===== src/rtl/ps2_scancode_rx_pkg.sv =====
// Shared PS/2 receiver definitions: FSM state encoding, prefix bytes,
// frame length, and the colour make codes used by the colour-select stage.
package ps2_scancode_rx_pkg;

  typedef enum logic [2:0] {
    ST_IDLE   = 3'd0,
    ST_DATA   = 3'd1,
    ST_PARITY = 3'd2,
    ST_STOP   = 3'd3,
    ST_DECODE = 3'd4
  } ps2_state_e;

  localparam logic [7:0] PS2_BREAK      = 8'hF0;
  localparam logic [7:0] PS2_EXT        = 8'hE0;
  localparam int         PS2_FRAME_BITS = 11;

  localparam logic [7:0] COL_R = 8'h2D;
  localparam logic [7:0] COL_G = 8'h34;
  localparam logic [7:0] COL_B = 8'h32;
  localparam logic [7:0] COL_W = 8'h1D;

  // Odd parity holds when the data byte plus the parity bit has an odd number of ones.
  function automatic logic odd_parity_ok(input logic [7:0] b, input logic p);
    return ^{b, p};
  endfunction

endpackage


===== src/rtl/ps2_scancode_rx_edge_filter.sv =====
// Input conditioning for the PS/2 pins: 2-FF synchronisers on clock and
// data, a FILTER_LEN-sample glitch filter on the clock, and a one-cycle
// pulse on each filtered 1->0 transition of the clock.
module ps2_scancode_rx_edge_filter #(
  parameter int FILTER_LEN = 8
) (
  input  logic clk_i,
  input  logic rst_i,
  input  logic ps2_clk_i,
  input  logic ps2_data_i,
  output logic data_s_o,
  output logic fall_o
);

  localparam int             CW         = (FILTER_LEN > 1) ? $clog2(FILTER_LEN) : 1;
  localparam logic [CW-1:0]  CNT_RELOAD = CW'(FILTER_LEN - 1);

  logic [1:0]    clk_sync_q;
  logic [1:0]    data_sync_q;
  logic          filt_q, filt_d;
  logic [CW-1:0] cnt_q, cnt_d;
  logic          fall_q, fall_d;

  // Two-stage synchronisers; idle bus level is high on both pins.
  always_ff @(posedge clk_i or posedge rst_i) begin
    if (rst_i) begin
      clk_sync_q  <= 2'b11;
      data_sync_q <= 2'b11;
    end else begin
      clk_sync_q  <= {clk_sync_q[0], ps2_clk_i};
      data_sync_q <= {data_sync_q[0], ps2_data_i};
    end
  end

  // Down-counter runs while the synchronised clock disagrees with the filtered
  // level; the level only flips on the FILTER_LEN-th consecutive disagreeing sample.
  always_comb begin
    filt_d = filt_q;
    cnt_d  = CNT_RELOAD;
    if (clk_sync_q[1] != filt_q) begin
      if (cnt_q == '0) begin
        filt_d = clk_sync_q[1];
      end else begin
        cnt_d = cnt_q - 1'b1;
      end
    end
    fall_d = filt_q & ~filt_d;
  end

  // Filter state and registered fall pulse.
  always_ff @(posedge clk_i or posedge rst_i) begin
    if (rst_i) begin
      filt_q <= 1'b1;
      cnt_q  <= CNT_RELOAD;
      fall_q <= 1'b0;
    end else begin
      filt_q <= filt_d;
      cnt_q  <= cnt_d;
      fall_q <= fall_d;
    end
  end

  assign data_s_o = data_sync_q[1];
  assign fall_o   = fall_q;

endmodule


===== src/rtl/ps2_scancode_rx.sv =====
// PS/2 keyboard scancode receiver. Assembles 11-bit frames, strips F0
// (break) and E0 (extended) prefixes and presents each make code with a
// one-cycle valid strobe. Build option: PS2_PARITY_CHECK_EN enables odd
// parity checking; without it the parity bit is sampled and discarded.
//
//  state     | meaning
//  ----------+--------------------------------------------------------
//  ST_IDLE   | waiting for a start bit (fall with data low)
//  ST_DATA   | shifting in 8 data bits, LSB first
//  ST_PARITY | sampling the parity bit
//  ST_STOP   | checking stop bit (and parity); result registered here
//  ST_DECODE | one cycle in which the registered result is presented
module ps2_scancode_rx
  import ps2_scancode_rx_pkg::*;
#(
  parameter int FILTER_LEN  = 8,
  parameter int TIMEOUT_CYC = 50000
) (
  input  logic       Pixelclock,
  input  logic       reset,
  input  logic       ps2_clk,
  input  logic       ps2_data,
  output logic [7:0] scancode,
  output logic       scancode_valid,
  output logic       scancode_ext,
  output logic       frame_err
);

  localparam int            TW         = $clog2(TIMEOUT_CYC + 1);
  localparam logic [TW-1:0] TMO_RELOAD = TW'(TIMEOUT_CYC - 1);

  logic       data_s;
  logic       fall;

  ps2_state_e state_q, state_d;
  logic [2:0] bit_cnt_q, bit_cnt_d;
  logic [7:0] shift_q, shift_d;
  logic       brk_q, brk_d;
  logic       ext_q, ext_d;
  logic [TW-1:0] tmo_q, tmo_d;
  logic [7:0] code_q, code_d;
  logic       code_ext_q, code_ext_d;
  logic       valid_q, valid_d;
  logic       err_q, err_d;
  logic       par_ok;
  logic       active;
  logic       timeout;

`ifdef PS2_PARITY_CHECK_EN
  logic       par_q, par_d;
`endif

  ps2_scancode_rx_edge_filter #(
    .FILTER_LEN (FILTER_LEN)
  ) u_edge_filter (
    .clk_i      (Pixelclock),
    .rst_i      (reset),
    .ps2_clk_i  (ps2_clk),
    .ps2_data_i (ps2_data),
    .data_s_o   (data_s),
    .fall_o     (fall)
  );

`ifdef PS2_PARITY_CHECK_EN
  assign par_ok = odd_parity_ok(shift_q, par_q);
`else
  assign par_ok = 1'b1;
`endif

  assign active  = (state_q == ST_DATA) || (state_q == ST_PARITY) || (state_q == ST_STOP);
  // A fall in the same cycle as terminal count takes priority over the abort.
  assign timeout = active && !fall && (tmo_q == '0);

  // Next-state, datapath and output decode. The decode result is registered on
  // the stop-bit fall so scancode and its strobe appear together one cycle later.
  always_comb begin
    state_d    = state_q;
    bit_cnt_d  = bit_cnt_q;
    shift_d    = shift_q;
    brk_d      = brk_q;
    ext_d      = ext_q;
    tmo_d      = tmo_q;
    code_d     = code_q;
    code_ext_d = code_ext_q;
    valid_d    = 1'b0;
    err_d      = 1'b0;
`ifdef PS2_PARITY_CHECK_EN
    par_d      = par_q;
`endif

    if ((state_q == ST_IDLE) || fall) begin
      tmo_d = TMO_RELOAD;
    end else if (tmo_q != '0) begin
      tmo_d = tmo_q - 1'b1;
    end

    case (state_q)
      ST_IDLE: begin
        if (fall && !data_s) begin
          state_d   = ST_DATA;
          bit_cnt_d = '0;
        end
      end
      ST_DATA: begin
        if (fall) begin
          shift_d = {data_s, shift_q[7:1]};
          if (bit_cnt_q == 3'd7) begin
            bit_cnt_d = '0;
            state_d   = ST_PARITY;
          end else begin
            bit_cnt_d = bit_cnt_q + 3'd1;
          end
        end
      end
      ST_PARITY: begin
        if (fall) begin
`ifdef PS2_PARITY_CHECK_EN
          par_d   = data_s;
`endif
          state_d = ST_STOP;
        end
      end
      ST_STOP: begin
        if (fall) begin
          if (data_s && par_ok) begin
            state_d = ST_DECODE;
            if (shift_q == PS2_BREAK) begin
              brk_d = 1'b1;
            end else if (shift_q == PS2_EXT) begin
              ext_d = 1'b1;
            end else if (brk_q) begin
              brk_d = 1'b0;
              ext_d = 1'b0;
            end else begin
              code_d     = shift_q;
              code_ext_d = ext_q;
              valid_d    = 1'b1;
              ext_d      = 1'b0;
            end
          end else begin
            err_d   = 1'b1;
            brk_d   = 1'b0;
            ext_d   = 1'b0;
            state_d = ST_IDLE;
          end
        end
      end
      ST_DECODE: begin
        state_d = ST_IDLE;
      end
      default: begin
        state_d = ST_IDLE;
      end
    endcase

    if (timeout) begin
      err_d     = 1'b1;
      bit_cnt_d = '0;
      shift_d   = '0;
      brk_d     = 1'b0;
      ext_d     = 1'b0;
      state_d   = ST_IDLE;
    end
  end

  // State, datapath and output registers.
  always_ff @(posedge Pixelclock or posedge reset) begin
    if (reset) begin
      state_q    <= ST_IDLE;
      bit_cnt_q  <= '0;
      shift_q    <= '0;
      brk_q      <= 1'b0;
      ext_q      <= 1'b0;
      tmo_q      <= TMO_RELOAD;
      code_q     <= 8'h00;
      code_ext_q <= 1'b0;
      valid_q    <= 1'b0;
      err_q      <= 1'b0;
`ifdef PS2_PARITY_CHECK_EN
      par_q      <= 1'b0;
`endif
    end else begin
      state_q    <= state_d;
      bit_cnt_q  <= bit_cnt_d;
      shift_q    <= shift_d;
      brk_q      <= brk_d;
      ext_q      <= ext_d;
      tmo_q      <= tmo_d;
      code_q     <= code_d;
      code_ext_q <= code_ext_d;
      valid_q    <= valid_d;
      err_q      <= err_d;
`ifdef PS2_PARITY_CHECK_EN
      par_q      <= par_d;
`endif
    end
  end

  assign scancode       = code_q;
  assign scancode_valid = valid_q;
  assign scancode_ext   = code_ext_q;
  assign frame_err      = err_q;

endmodule


===== config.mk =====
export PLATFORM = sky130hd
export DESIGN_NAME = ps2_scancode_rx
export DESIGN_NICKNAME = d
export VERILOG_FILES = /design/src/rtl/ps2_scancode_rx_pkg.sv /design/src/rtl/ps2_scancode_rx_edge_filter.sv /design/src/rtl/ps2_scancode_rx.sv
export SDC_FILE = /design/constraint.sdc
export NUM_CORES = 1
export LEC_CHECK = 0
export BUFFER_PORTS_ARGS = -buffer_cell sky130_fd_sc_hd__buf_4
export CORE_UTILIZATION = 55
export DETAILED_ROUTE_END_ITERATION = 8
export HOLD_SLACK_MARGIN = 0.02
export MAX_ROUTING_LAYER = met4
export PLACE_DENSITY = 0.73
export SETUP_SLACK_MARGIN = 0.3
export SYNTH_ARGS = -nofsm -noshare
export SYNTH_HDL_FRONTEND = slang
export SYNTH_SLANG_ARGS = --single-unit

===== constraint.sdc =====
create_clock -name Pixelclock -period 3.45 [get_ports Pixelclock]
set_input_delay 0.345 -clock Pixelclock [delete_from_list [all_inputs] [get_ports Pixelclock]]
set_output_delay 0.345 -clock Pixelclock [all_outputs]
set_load 0.02 [all_outputs]

# After elaboration in Yosys (flattened, before gate mapping)
# Index checks and enable logic that the tools add are counted.
[op_classes]
addsub = 3
eq_ne = 14
mux = 44
n_bitwise = 5
n_reduce_logical = 23
[op_table]
columns = ["cell", "n"]
rows = [
  ["2-to-1 mux 3 bit", 13],
  ["2-to-1 mux 16 bit", 2],
  ["2-to-1 mux 1 bit", 24],
  ["2-to-1 mux 8 bit", 3],
  ["== test 8 bit (second input constant)", 2],
  ["zero test 16 bit", 1],
  ["nonzero test 16 bit", 1],
  ["subtractor 16 x 1 -> 16 bit (second input constant)", 1],
  ["inequality test 3 x 2 -> 1 bit (second input constant)", 5],
  ["one-hot mux 3 bit (4 select lines)", 1],
  ["AND reduction 3 bit", 3],
  ["nonzero test 2 bit", 4],
  ["== test 3 x 2 -> 1 bit (second input constant)", 2],
  ["zero test 3 bit", 2],
  ["one-hot mux 3 bit (2 select lines)", 1],
  ["AND reduction 6 bit", 1],
  ["AND reduction 5 bit", 1],
  ["inequality test 4 bit (second input constant)", 1],
  ["inverter 1 bit", 4],
  ["adder 3 x 1 -> 3 bit (second input constant)", 1],
  ["== test 3 x 1 -> 1 bit (second input constant)", 1],
  ["== test 3 bit (second input constant)", 1],
  ["logical AND 1 bit", 3],
  ["logical OR 1 bit", 3],
  ["other kinds (7)", 8],
]
[totals]
regBits = 52
input_bits = 4
out_inout_bits = 11
elab_cells = 104

# Logic depth before layout (Yosys ltp)
# Gate-level depths: netlist of the first run.
[depth]
word_depth = 7
mapped_depth = 7

# Cells and area by module
# A second synthesis of the first run with hierarchy kept.
[hier_totals]
cells_unflattened = 226
hier_area_um2 = 2438.6
[by_module_without_submodules]
columns = ["module", "n_inst", "cells_per_inst", "area_per_inst_um2", "seq_area_each_um2"]
rows = [
  ["ps2_scancode_rx", 1, 203, 2094.5, 1087.3],
  ["ps2_scancode_rx_edge_filter", 1, 23, 344.1, 235.2],
]

# Least setup slack after synthesis of the first run
# No wires, ideal clock.
[synth_path]
path_type = "reg-to-reg"
startpoint = "register tmo_q[0]"
endpoint = "register tmo_q[14]"
arrival_time_ns = 1.901
slack_ns = 1.486
path_stages_with_launch = 8
synth_period_minus_slack_ns = 1.964
path_cell_list = "dfstp_2 > inv_1 > ha_1 > nor3b_1 > a211o_1 > buf_6 > or4_1 > nand3_1"
[synth_via]
elab_chain_cells = 3
word_cells_on_any_way = 5
cone_classes = "1 x add/sub; 2 x mux; 2 x reduce/logical"
[synth_rtl]
columns = ["item", "line_no", "rtl"]
rows = [
  ["start: declaration", "ps2_scancode_rx.sv:40", "logic [TW-1:0] tmo_q, tmo_d;"],
  ["start signal: assignment", "ps2_scancode_rx.sv:188", "tmo_q <= tmo_d;"],
  ["subtractor 16 x 1 -> 16 bit", "ps2_scancode_rx.sv:94", "tmo_d = tmo_q - 1'b1;"],
  ["2-to-1 mux 16 bit", "ps2_scancode_rx.sv:93", "end else if (tmo_q != '0) begin"],
  ["2-to-1 mux 16 bit", "ps2_scancode_rx.sv:91", "if ((state_q == ST_IDLE) || fall) begin"],
]
# Several ways; a longest one is shown, not always the timed one. The select of a mux whose other input is x is not followed.
# A chain may end at the register's enable or synchronous reset.

# Worst setup path after layout of the first run
[layout_path]
startpoint = "register tmo_q[0]"
endpoint = "register bit_cnt_q[0]"
[layout_via]
elab_chain_cells = 4
word_cells_on_any_way = 7
cone_classes = "2 x eq/ne; 1 x mux; 4 x reduce/logical"
[layout_rtl]
columns = ["item", "line_no", "rtl"]
rows = [
  ["zero test 16 bit (*)", "ps2_scancode_rx.sv:72", "assign timeout = active && !fall && (tmo_q == '0);"],
  ["logical AND 1 bit (*)", "ps2_scancode_rx.sv:72", ""],
  ["inequality test 3 x 2 -> 1 bit (no line) / nonzero test 3 bit (equally long branches)", "--", ""],
  ["AND reduction 3 bit (no line)", "--", ""],
  ["end signal: assignment", "ps2_scancode_rx.sv:184", "bit_cnt_q <= bit_cnt_d;"],
  ["end: declaration", "ps2_scancode_rx.sv:36", "logic [2:0] bit_cnt_q, bit_cnt_d;"],
]
# Every way passes the cells marked *; elsewhere a longest branch is shown, timed or not.

==> results of run 1 <==
synthesized netlist by cell type, types with 2 or more instances:
master	count	area, um2
mux2_2	9	101
nor3b_1	2	15.0
mux2i_1	9	90.1
dfstp_2	17	447
o31ai_1	5	37.5
nor2_1	15	56.3
a21oi_1	13	65.1
nand3_1	3	15.0
o22ai_1	2	12.5
and3_1	2	12.5
ha_1	6	75.1
nand2_1	12	45.0
nand4b_1	2	17.5
or3_1	8	50.1
nor4_1	2	12.5
and4b_1	2	20.0
o21ai_0	10	50.1
or2_2	3	18.8
inv_1	10	37.5
buf_2	6	30.0
or4_1	5	37.5
o211ai_1	2	15.0
and2_1	2	12.5
nor3_1	10	50.1
dfrtp_1	35	876
nor4b_1	2	17.5
nand2b_1	3	18.8
worst paths after layout:
path                                                  start                            to
worst max-delay path                               tmo_q[0]                  bit_cnt_q[0]
worst min-delay path                               ps2_data  u_edge_filter.data_sync_q[0]
worst max register to register                     tmo_q[0]                  bit_cnt_q[0]
worst min register to register  u_edge_filter.clk_sync_q[0]   u_edge_filter.clk_sync_q[1]
max in group asynchronous                             reset          u_edge_filter.fall_o
min in group asynchronous                             reset                   scancode[1]
where the power goes:
group	total (W)	internal, W	switching [W]
combinational	0.0000569	0.0000222	0.0000347
clock	0.000363	0.000163	0.000200
sequential	0.000656	0.000644	0.0000120
total	0.00108	0.000829	0.000247
stage by stage:
stage                     instance area (um2)  total power, W  utilization  worst slack, ns  hold WS (ns)
final                                    2640         0.00108        0.642             1.09         0.141
after global routing                     2640         0.00112        0.642            0.771         0.135
after CTS                                2640         0.00108        0.642             1.04         0.137
after detailed placement                 2550        0.000726        0.619             1.05         0.347
after global placement                   2550        0.000719        0.619             1.28         0.345
after floorplan                          2420        0.000708            -             1.49         0.345
cell families after synthesis:
group | count (synthesis) | synth area share
flip-flops | 52 | 0.547
XOR/XNOR | 2 | 0.00724
AO/OA/AOI/OAI | 38 | 0.0962
multiplexers | 18 | 0.0791
buffers and inverters | 19 | 0.0357
AND/OR/NAND/NOR | 82 | 0.204
adder cells (fa/ha/maj) | 6 | 0.0310
registers in the layout, summed over array words and instances (netlist names), 2 cells and up:
register and cells:
shift_q 8, state_q 3, tmo_q 16, scancode 8, u_edge_filter.cnt_q 3, u_edge_filter.data_sync_q 2, u_edge_filter.clk_sync_q 2, bit_cnt_q 3
critical path, stage by stage, from the launching register on:
cell and delay, ns:
dfstp_2 0.39, inv_1 0.08, ha_1 0.16, nor4b_1 0.45, nand4_2 0.34, nor4_4 0.63
o22ai_1 0.18
layer usage:
metal / part of all wire / global-route usage / vias up
met4: 0.024 / 0.0964 / 0
met3: 0.035 / 0.0433 / 14
met1: 0.47 / 0.291 / 843
li1: - / - / 806
met5: 0 / - / -
met2: 0.47 / 0.342 / 43
layout make-up:
cell class / instances / share of cell area
Clock buffer: 6 / 0.0312
Timing Repair Buffer: 15 / 0.0426
Tap cell: 50 / 0.0237
Inverter: 10 / 0.0142
Clock inverter: 2 / 0.00568
Multi-Input combinational cell: 146 / 0.382
Sequential cell: 52 / 0.500
==> out/results.tsv, run 1 <==
stage	metric	value	unit
status	status	finished clean	
routing	WL/cell	15.5	um
routing	Detail Route Antenna Nets	0	
routing	Detailed Route WL	4.37	mm
hold_path	Worst Hold Depth	1	
flow_run	Max-cap violations	0	
timing	Max Transition Viols Final	0	
global_routing	GRT Util Overall	0.224	
hold_path	Worst Hold Class	in -> reg	
cts	post-CTS sizing	0	
cts	Post-CTS Setup Bufs	0	
synth	post-synthesis instance total	217	
routing	drt drc	0	
synth	Cell Area, Synth	0.00242	mm2
timing	setup tns final	0	ns
synth	Post-Syn Nets	227	
timing	Tightest Pin Transition	1.03	ns
critical_path	data required time of the worst path	3.62	ns
cts	Max Root-Sink Buffers	2	
final_layout	# fillers	307	
timing	Final Hold Viols	0	
die	# IOs	15	
cts	CTS tree	built	
critical_path	CP endpoint kind	flop	
routing	DRT iter0 DRCs	111	
routing	vias per cell	6.07	
routing	DRT Pass-1 Iters	4	
timing	Setup Viol. Count Final	0	
cts	H-tree Lvls	2	
final_layout	nets	240	
final_layout	register area	0.00132	mm2
synth	proportion of synthesized chip area in sequential cells	0.547	
global_routing	largest net degree at the start of global routing	53	
power	peak supply drop	319	uV
global_routing	total grt overflow	0	
die	# rows	23	
routing	total number of vias	1706	
global_routing	initial antenna violation count	0	
timing	Rel. slew slack	0.314	
synth	Synth Warn #	0	
critical_path	type of origin of the critical path	flop	
critical_path	Crit path arrival time	2.53	ns
global_routing	number of global-route vias before repair	1672	
cts	TritonCTS Buffers	5	
synth	synthesized area per cell	11.2	um2
cts	Clock Sinks	52	
timing	unrepaired setup endpoints after global routing	no	
timing	Max Fclk	424	MHz
critical_path	worst reg-to-reg path cell count	6	
die	core box area	0.00412	mm2
synth	post-synthesis async set-or-reset flop share	1.00	
cts	Clock transition at path regs	0.09	ns
die	Die H	68.3	um
final_layout	n_diodes	0	
cts	root buf cell	clkbuf_8	
synth	Netlist cell types	47	
global_routing	global-route wire length before repair	7.47	mm
final_layout	share of cells above drive strength 1	0.255	
placed_design	HPWL Detailed	3.06	mm
die	die area	0.00467	mm2
synth	Post-synth EDFFs	0	
synth	Main synth FF type	dfrtp_1	
die	Starting Density	0.588	
placed_design	placed cells	273	
final_layout	area grow syn2layout	9.26	%
timing	worst clock skew	0.00839	ns
power	PD cells	407	mW/mm2
final_layout	Multi-input gate area	0.00101	mm2
placed_design	routability cong.	0.815	
synth	post-synthesis register bit count	52	
die	die width	68.3	um
placed_design	PortBufs	14	
timing	Tcrit/Tclk final	0.684	
critical_path	crit-path max FO	14	
critical_path	crit path kind	reg -> reg	
timing	final worst path period need	2.36	ns
power	Lkg Pwr	1.20	nW
cts	Worst-Skew Late Latency	0.31	ns
cts	hold_buf cts	0	
final_layout	Final Non-Filler Cells	281	
critical_path	R2R setup slack	1.09	ns
final_layout	most common cell after layout, fill and taps aside	dfrtp_1	
final_layout	commonest cells after routing, fill and taps aside	35 x dfrtp_1, 17 x dfstp_2, 15 x nor2_1, 15 x buf_4, 13 x a21oi_1	
(Power assumes the default switching activity.)
==> run 2: changes to the inputs <==
--- a/config.mk
+++ b/config.mk
@@ -5,6 +5,7 @@
 export SDC_FILE = /design/constraint.sdc
 export NUM_CORES = 1
 export LEC_CHECK = 0
+export ABC_AREA = 1
 export BUFFER_PORTS_ARGS = -buffer_cell sky130_fd_sc_hd__buf_4
 export CORE_UTILIZATION = 55
 export DETAILED_ROUTE_END_ITERATION = 8
==> constraint.sdc (replaced) <==
create_clock -name Pixelclock -period 2.2 [get_ports Pixelclock]
set_input_delay 0.22 -clock Pixelclock [delete_from_list [all_inputs] [get_ports Pixelclock]]
set_output_delay 0.22 -clock Pixelclock [all_outputs]
set_load 0.02 [all_outputs]
==> out/results.tsv, run 2 <==
stage	metric	value	unit	change
status	status	finished clean		unchanged
timing	unrepaired setup endpoints after global routing	no		unchanged
final_layout	largest register by flop count	tmo_q		unchanged
synth	Post-synth EDFFs	0		unchanged
global_routing	number of global-route vias before repair	2031		was 1672
cts	H-tree Lvls	2		unchanged
routing	Detail Route Antenna Nets	0		unchanged
synth	proportion of synthesized chip area in sequential cells	0.492		was 0.547
cts	Worst-Skew Late Latency	0.30	ns	was 0.31 ns
routing	total number of vias	2083		was 1706
timing	final worst path period need	1.76	ns	was 2.36 ns
die	Die H	71.9	um	was 68.3 um
power	Lkg Pwr	1.50	nW	was 1.20 nW
hold_path	Worst Hold Class	in -> async		was in -> reg
synth	top cells by count, synth	75 x nand2_1, 51 x inv_1, 37 x nor2_1		was 35 x dfrtp_1, 17 x dfstp_2, 15 x nor2_1
critical_path	R2R setup slack	0.44	ns	was 1.09 ns
global_routing	initial antenna violation count	0		unchanged
placed_design	routability cong.	0.909		was 0.815
synth	post-synthesis async set-or-reset flop share	1.00		unchanged
critical_path	CP max stage delay	0.37	ns	was 0.63 ns
critical_path	CP max-delay cell	dfstp_2		was nor4_4
die	core box area	0.00472	mm2	was 0.00412 mm2
flow_run	Max-cap violations	0		unchanged
critical_path	crit-path max FO	12		was 14
synth	post-synthesis instance total	319		was 217
die	# IOs	15		unchanged
critical_path	Reg-to-Reg Start	tmo_q[0]		unchanged
synth	Synth Warn #	0		unchanged
synth	most frequent cell after synthesis	nand2_1		was dfrtp_1
final_layout	commonest cells after routing, fill and taps aside	75 x nand2_1, 50 x inv_1, 37 x nor2_1		was 35 x dfrtp_1, 17 x dfstp_2, 15 x nor2_1, 15 x buf_4, 13 x a21oi_1
final_layout	n_diodes	0		unchanged
synth	Yosys top cell by area	dfrtp_1		unchanged
final_layout	# fillers	392		was 307
final_layout	most common cell after layout, fill and taps aside	nand2_1		was dfrtp_1
critical_path	worst reg-to-reg path cell count	9		was 6
synth	Main synth FF type	dfrtp_1		unchanged
final_layout	share of cells above drive strength 1	0.216		was 0.255
critical_path	Crit path arrival time	1.95	ns	was 2.53 ns
cts	TritonCTS Buffers	5		unchanged
power	PD cells	916	mW/mm2	was 407 mW/mm2
die	die width	71.9	um	was 68.3 um
die	Starting Density	0.569		was 0.588
timing	worst clock skew	0.00906	ns	was 0.00839 ns
timing	Tcrit/Tclk final	0.799		was 0.684
routing	vias per cell	5.08		was 6.07
synth	synthesized area per cell	8.43	um2	was 11.2 um2
synth	Cell Area, Synth	0.00269	mm2	was 0.00242 mm2
timing	Setup Viol. Count Final	0		unchanged
placed_design	pre-CTS setup slack	0.375	ns	was 1.05 ns
critical_path	CP endpoint kind	flop		unchanged
routing	WL/cell	12.6	um	was 15.5 um
placed_design	PortBufs	14		unchanged
final_layout	nets	352		was 240
global_routing	total grt overflow	0		unchanged
final_layout	Multi-input gate area	0.00115	mm2	was 0.00101 mm2
critical_path	most used cell, CP	nand2_1		
timing	Max Transition Viols Final	0		unchanged
global_routing	GRT Util Overall	0.226		was 0.224
placed_design	HPWL Detailed	3.76	mm	was 3.06 mm
cts	CTS tree	built		unchanged
cts	Max Root-Sink Buffers	2		unchanged
cts	Post-CTS Setup Bufs	0		unchanged
synth	top post-synthesis cells by area	dfrtp_1 33%, dfstp_2 17%, nand2_1 10%, inv_1 7.1%, nor2_1 5.2%		was dfrtp_1 36%, dfstp_2 18%, mux2_2 4.2%, mux2i_1 3.7%, ha_1 3.1%
cts	root buf cell	clkbuf_8		unchanged
critical_path	Worst R2R End	bit_cnt_q[2]		was bit_cnt_q[0]
critical_path	data required time of the worst path	2.39	ns	was 3.62 ns
global_routing	largest net degree at the start of global routing	34		was 53
final_layout	Largest register FFs	16		unchanged
synth	Netlist cell types	36		was 47
cts	Clock Sinks	52		unchanged
synth	top cell type's share of synthesized area	0.326		was 0.362
critical_path	type of origin of the critical path	flop		unchanged
timing	Rel. slew slack	0.539		was 0.314
timing	setup tns final	0	ns	unchanged
placed_design	Cell Area, Placed	0.00287	mm2	was 0.00255 mm2
power	peak supply drop	472	uV	was 319 uV
timing	Tightest Pin Transition	0.691	ns	was 1.03 ns
power	total power	0.00278	W	was 0.00108 W
final_layout	design area	0.00303	mm2	was 0.00264 mm2
critical_path	crit path cell chain	inv_1 > ha_1 > nand2_1 > nor2_2 > nand3_4 > nand3_1 > nand3_1 > nand2_1 > nand2_1		was inv_1 > ha_1 > nor4b_1 > nand4_2 > nor4_4 > o22ai_1
routing	DRT Pass-1 Iters	4		unchanged
routing	drt drc	0		unchanged
critical_path	crit path kind	reg -> reg		unchanged
synth	Post-Syn Nets	329		was 227
die	die area	0.00517	mm2	was 0.00467 mm2
global_routing	global-route wire length before repair	8.78	mm	was 7.47 mm
timing	Max Fclk	569	MHz	was 424 MHz
final_layout	register area	0.00132	mm2	unchanged
timing	worst setup margin	0.442	ns	was 1.09 ns
synth	post-synthesis register bit count	52		unchanged
timing	Final Hold Viols	0		unchanged
cts	Clock transition at path regs	0.10	ns	was 0.09 ns
routing	DRT iter0 DRCs	78		was 111
timing	hold_ws	0.0177	ns	was 0.141 ns
die	# rows	25		was 23
routing	Detailed Route WL	5.16	mm	was 4.37 mm
final_layout	area grow syn2layout	12.9	%	was 9.26%
-- run 2: metrics by stage --
stage / utilization / instances
final: 0.642 / 410
after global routing: 0.642 / 410
after CTS: 0.640 / 410
after detailed placement: 0.607 / 400
after global placement: 0.607 / 400
after floorplan: - / 319
-- run 2: worst max path at each step --
stage               startpoint           end  depth (start not counted)
finish                tmo_q[0]  bit_cnt_q[2]                          9
global route        state_q[2]  bit_cnt_q[1]                          8
CTS                   tmo_q[0]  bit_cnt_q[2]                          9
detailed placement    tmo_q[0]  bit_cnt_q[2]                          9
global placement      tmo_q[0]  bit_cnt_q[1]                          9
floorplan             tmo_q[0]         ext_q                          9
-- run 2: cell type report --
class | count | area share
multi-input cells | 210 | 0.379
clock inverters | 2 | 0.0198
flip-flops and latches | 52 | 0.436
inverters | 55 | 0.0680
repair buffers | 18 | 0.0462
clock buffers | 6 | 0.0239
well taps | 67 | 0.0276
-- run 2: report_power, final --
part           internal, W  switching, W
registers          0.00111     0.0000890
clock network     0.000455      0.000312
logic             0.000246      0.000566
-- run 2: critical path, delay by kind of cell, from the launching register on --
family | cells | cell delay (ns)
adders and majority gates | 1 | 0.22
buffers and inverters | 1 | 0.12
DFF | 1 | 0.37
and+or+nand+nor | 7 | 0.95
-- run 2: kinds of logic after synthesis --
kind of cell / after synthesis / share of synthesized area
simple gates: 161 / 0.280
fa+ha+maj: 6 / 0.0279
xor+xnor: 5 / 0.0163
compound gates: 38 / 0.0987
buf+inv: 57 / 0.0852
flops: 52 / 0.492
-- run 2: routing by layer --
layer,vias to the layer above,track usage,wire (um)
met3,6,0.0375,160
li1,1055,-,-
met5,-,-,0
met2,39,0.386,2570
met1,983,0.281,2380
met4,0,0.0588,54
-- run 2: what timing repair did --
action	in CTS	in global routing
hold buffers	2	0
setup endpoints to repair	0	3
hold endpoints to repair	2	0
resized for setup	0	2
==> run 3: changes to the inputs <==
==> constraint.sdc (replaced) <==
create_clock -name Pixelclock -period 1.7 [get_ports Pixelclock]
set_input_delay 0.17 -clock Pixelclock [delete_from_list [all_inputs] [get_ports Pixelclock]]
set_output_delay 0.17 -clock Pixelclock [all_outputs]
set_load 0.02 [all_outputs]
==> out/results.tsv, run 3 (synthesis results as in run 2) <==
stage	metric	value	unit	change
critical_path	crit path cell chain	nor2_2 > nand2_2 > nor2_4 > nand3_4 > buf_6 > o21ai_4 > o22ai_1		was inv_1 > ha_1 > nand2_1 > nor2_2 > nand3_4 > nand3_1 > nand3_1 > nand2_1 > nand2_1
cts	TritonCTS Buffers	5		unchanged
die	# IOs	15		unchanged
die	die area	0.00517	mm2	unchanged
cts	CTS tree	built		unchanged
power	PD cells	1010	mW/mm2	was 916 mW/mm2
timing	Setup Viol. Count Final	0		unchanged
power	peak supply drop	691	uV	was 472 uV
routing	total number of vias	2372		was 2083
timing	Final Hold Viols	0		unchanged
placed_design	Cell Area, Placed	0.00291	mm2	was 0.00287 mm2
cts	Max Root-Sink Buffers	2		unchanged
global_routing	global-route wire length before repair	9.76	mm	was 8.78 mm
timing	Rel. slew slack	0.743		was 0.539
timing	worst clock skew	0.00676	ns	was 0.00906 ns
timing	unrepaired setup endpoints after global routing	yes		was no
cts	Clock Sinks	52		unchanged
final_layout	nets	391		was 352
final_layout	most common cell after layout, fill and taps aside	nand2_1		unchanged
critical_path	type of origin of the critical path	flop		unchanged
final_layout	share of cells above drive strength 1	0.482		was 0.216
critical_path	crit-path max FO	8		was 12
cts	H-tree Lvls	2		unchanged
routing	DRT Pass-1 Iters	5		was 4
critical_path	delay-heaviest family, CP	simple AND/OR/NAND/NOR gates		unchanged
power	Lkg Pwr	1.74	nW	was 1.50 nW
global_routing	total grt overflow	0		unchanged
critical_path	crit path kind	reg -> reg		unchanged
routing	Detailed Route WL	6.71	mm	was 5.16 mm
placed_design	PortBufs	14		unchanged
routing	DRT iter0 DRCs	145		was 78
die	Die H	71.9	um	unchanged
routing	drt drc	0		unchanged
timing	Tightest Pin Transition	0.385	ns	was 0.691 ns
critical_path	Crit path arrival time	1.72	ns	was 1.95 ns
placed_design	HPWL Detailed	3.80	mm	was 3.76 mm
critical_path	CP endpoint kind	flop		unchanged
hold_path	Worst Hold Class	reg -> reg		was in -> async
final_layout	area grow syn2layout	38.0	%	was 12.9%
timing	Max Fclk	656	MHz	was 569 MHz
final_layout	Largest register FFs	16		unchanged
cts	Clock transition at path regs	0.10	ns	about the same
final_layout	largest register by flop count	tmo_q		unchanged
die	die width	71.9	um	unchanged
global_routing	number of global-route vias before repair	2215		was 2031
final_layout	commonest cells after routing, fill and taps aside	48 x nand2_1, 44 x buf_4, 38 x inv_1		was 75 x nand2_1, 50 x inv_1, 37 x nor2_1
die	# rows	25		unchanged
die	core box area	0.00472	mm2	unchanged
critical_path	Buf+Inv Stages, Crit Path	1		unchanged
cts	root buf cell	clkbuf_8		unchanged
timing	setup tns final	0	ns	unchanged
final_layout	n_diodes	0		unchanged
timing	Tcrit/Tclk final	0.897		was 0.799
timing	Max Transition Viols Final	0		unchanged
timing	final worst path period need	1.53	ns	was 1.76 ns
placed_design	pre-CTS setup slack	0.139	ns	was 0.375 ns
critical_path	data required time of the worst path	1.89	ns	was 2.39 ns
power	total power	0.00376	W	was 0.00278 W
final_layout	design area	0.00371	mm2	was 0.00303 mm2
timing	worst setup margin	0.175	ns	was 0.442 ns
global_routing	initial antenna violation count	0		unchanged
die	Starting Density	0.569		unchanged
routing	Detail Route Antenna Nets	0		unchanged
critical_path	CP max-delay cell	dfstp_2		unchanged
flow_run	Max-cap violations	0		unchanged
status	status	finished clean		unchanged
routing	WL/cell	14.9	um	was 12.6 um
critical_path	CP max stage delay	0.41	ns	was 0.37 ns
cts	Worst-Skew Late Latency	0.32	ns	was 0.30 ns
global_routing	GRT Util Overall	0.251		was 0.226
global_routing	largest net degree at the start of global routing	36		was 34
placed_design	routability cong.	0.870		was 0.909
routing	vias per cell	5.28		was 5.08
## run 3: layer usage
metal / wire (um) / up-vias / part of all wire / global-route usage
met1: 2680 / 1152 / 0.40 / 0.300
met3: 289 / 18 / 0.043 / 0.0597
met4: 155 / 0 / 0.023 / 0.0719
met5: 0 / - / 0 / -
met2: 3580 / 65 / 0.53 / 0.426
li1: - / 1137 / - / -
## run 3: what timing repair did
item                                   CTS  global route
endpoints found under the hold margin   13             0
hold buffers                             3             0
setup endpoints to repair               37            41
gates cloned                             0             1
pin swaps                               23            25
resized for setup                       47            68
buffers inserted                        16            19
## run 3: area by class of cell
class / count / area, um2
multi-input combinational: 210 / 1480
sequential: 52 / 1330
timing repair buffer: 57 / 513
clock buffer: 5 / 68.8
clock inverter: 3 / 25.0
inverter: 55 / 211
tap: 67 / 83.8
fill: 275 / 1010
## run 3: metrics by stage
step            util  cells  hold slack [ns]
2_1_floorplan      -    319            0.174
3_3_place_gp   0.616    402            0.179
3_5_place_dp   0.616    402            0.183
4_1_cts        0.701    429            0.365
5_1_grt        0.785    449            0.370
6_report       0.785    449            0.362
## run 3: final timing paths
kind	startpoint	to	slack [ns]	depth (start not counted)
worst max-delay path	tmo_q[15]	shift_q[2]	0.17	7
worst min-delay path	u_edge_filter.clk_sync_q[0]	u_edge_filter.clk_sync_q[1]	0.36	0
worst max register to register	tmo_q[15]	shift_q[2]	0.17	7
worst min register to register	u_edge_filter.clk_sync_q[0]	u_edge_filter.clk_sync_q[1]	0.36	0
max in group asynchronous	reset	u_edge_filter.data_sync_q[1]	0.73	4
min in group asynchronous	reset	scancode_valid	0.39	3
## run 3: where the power goes
group | leakage, nW | internal (W) | switching (W)
clock | 0.0452 | 0.000301 | 0.000456
sequential | 0.658 | 0.00144 | 0.000124
combinational | 1.03 | 0.000509 | 0.000933
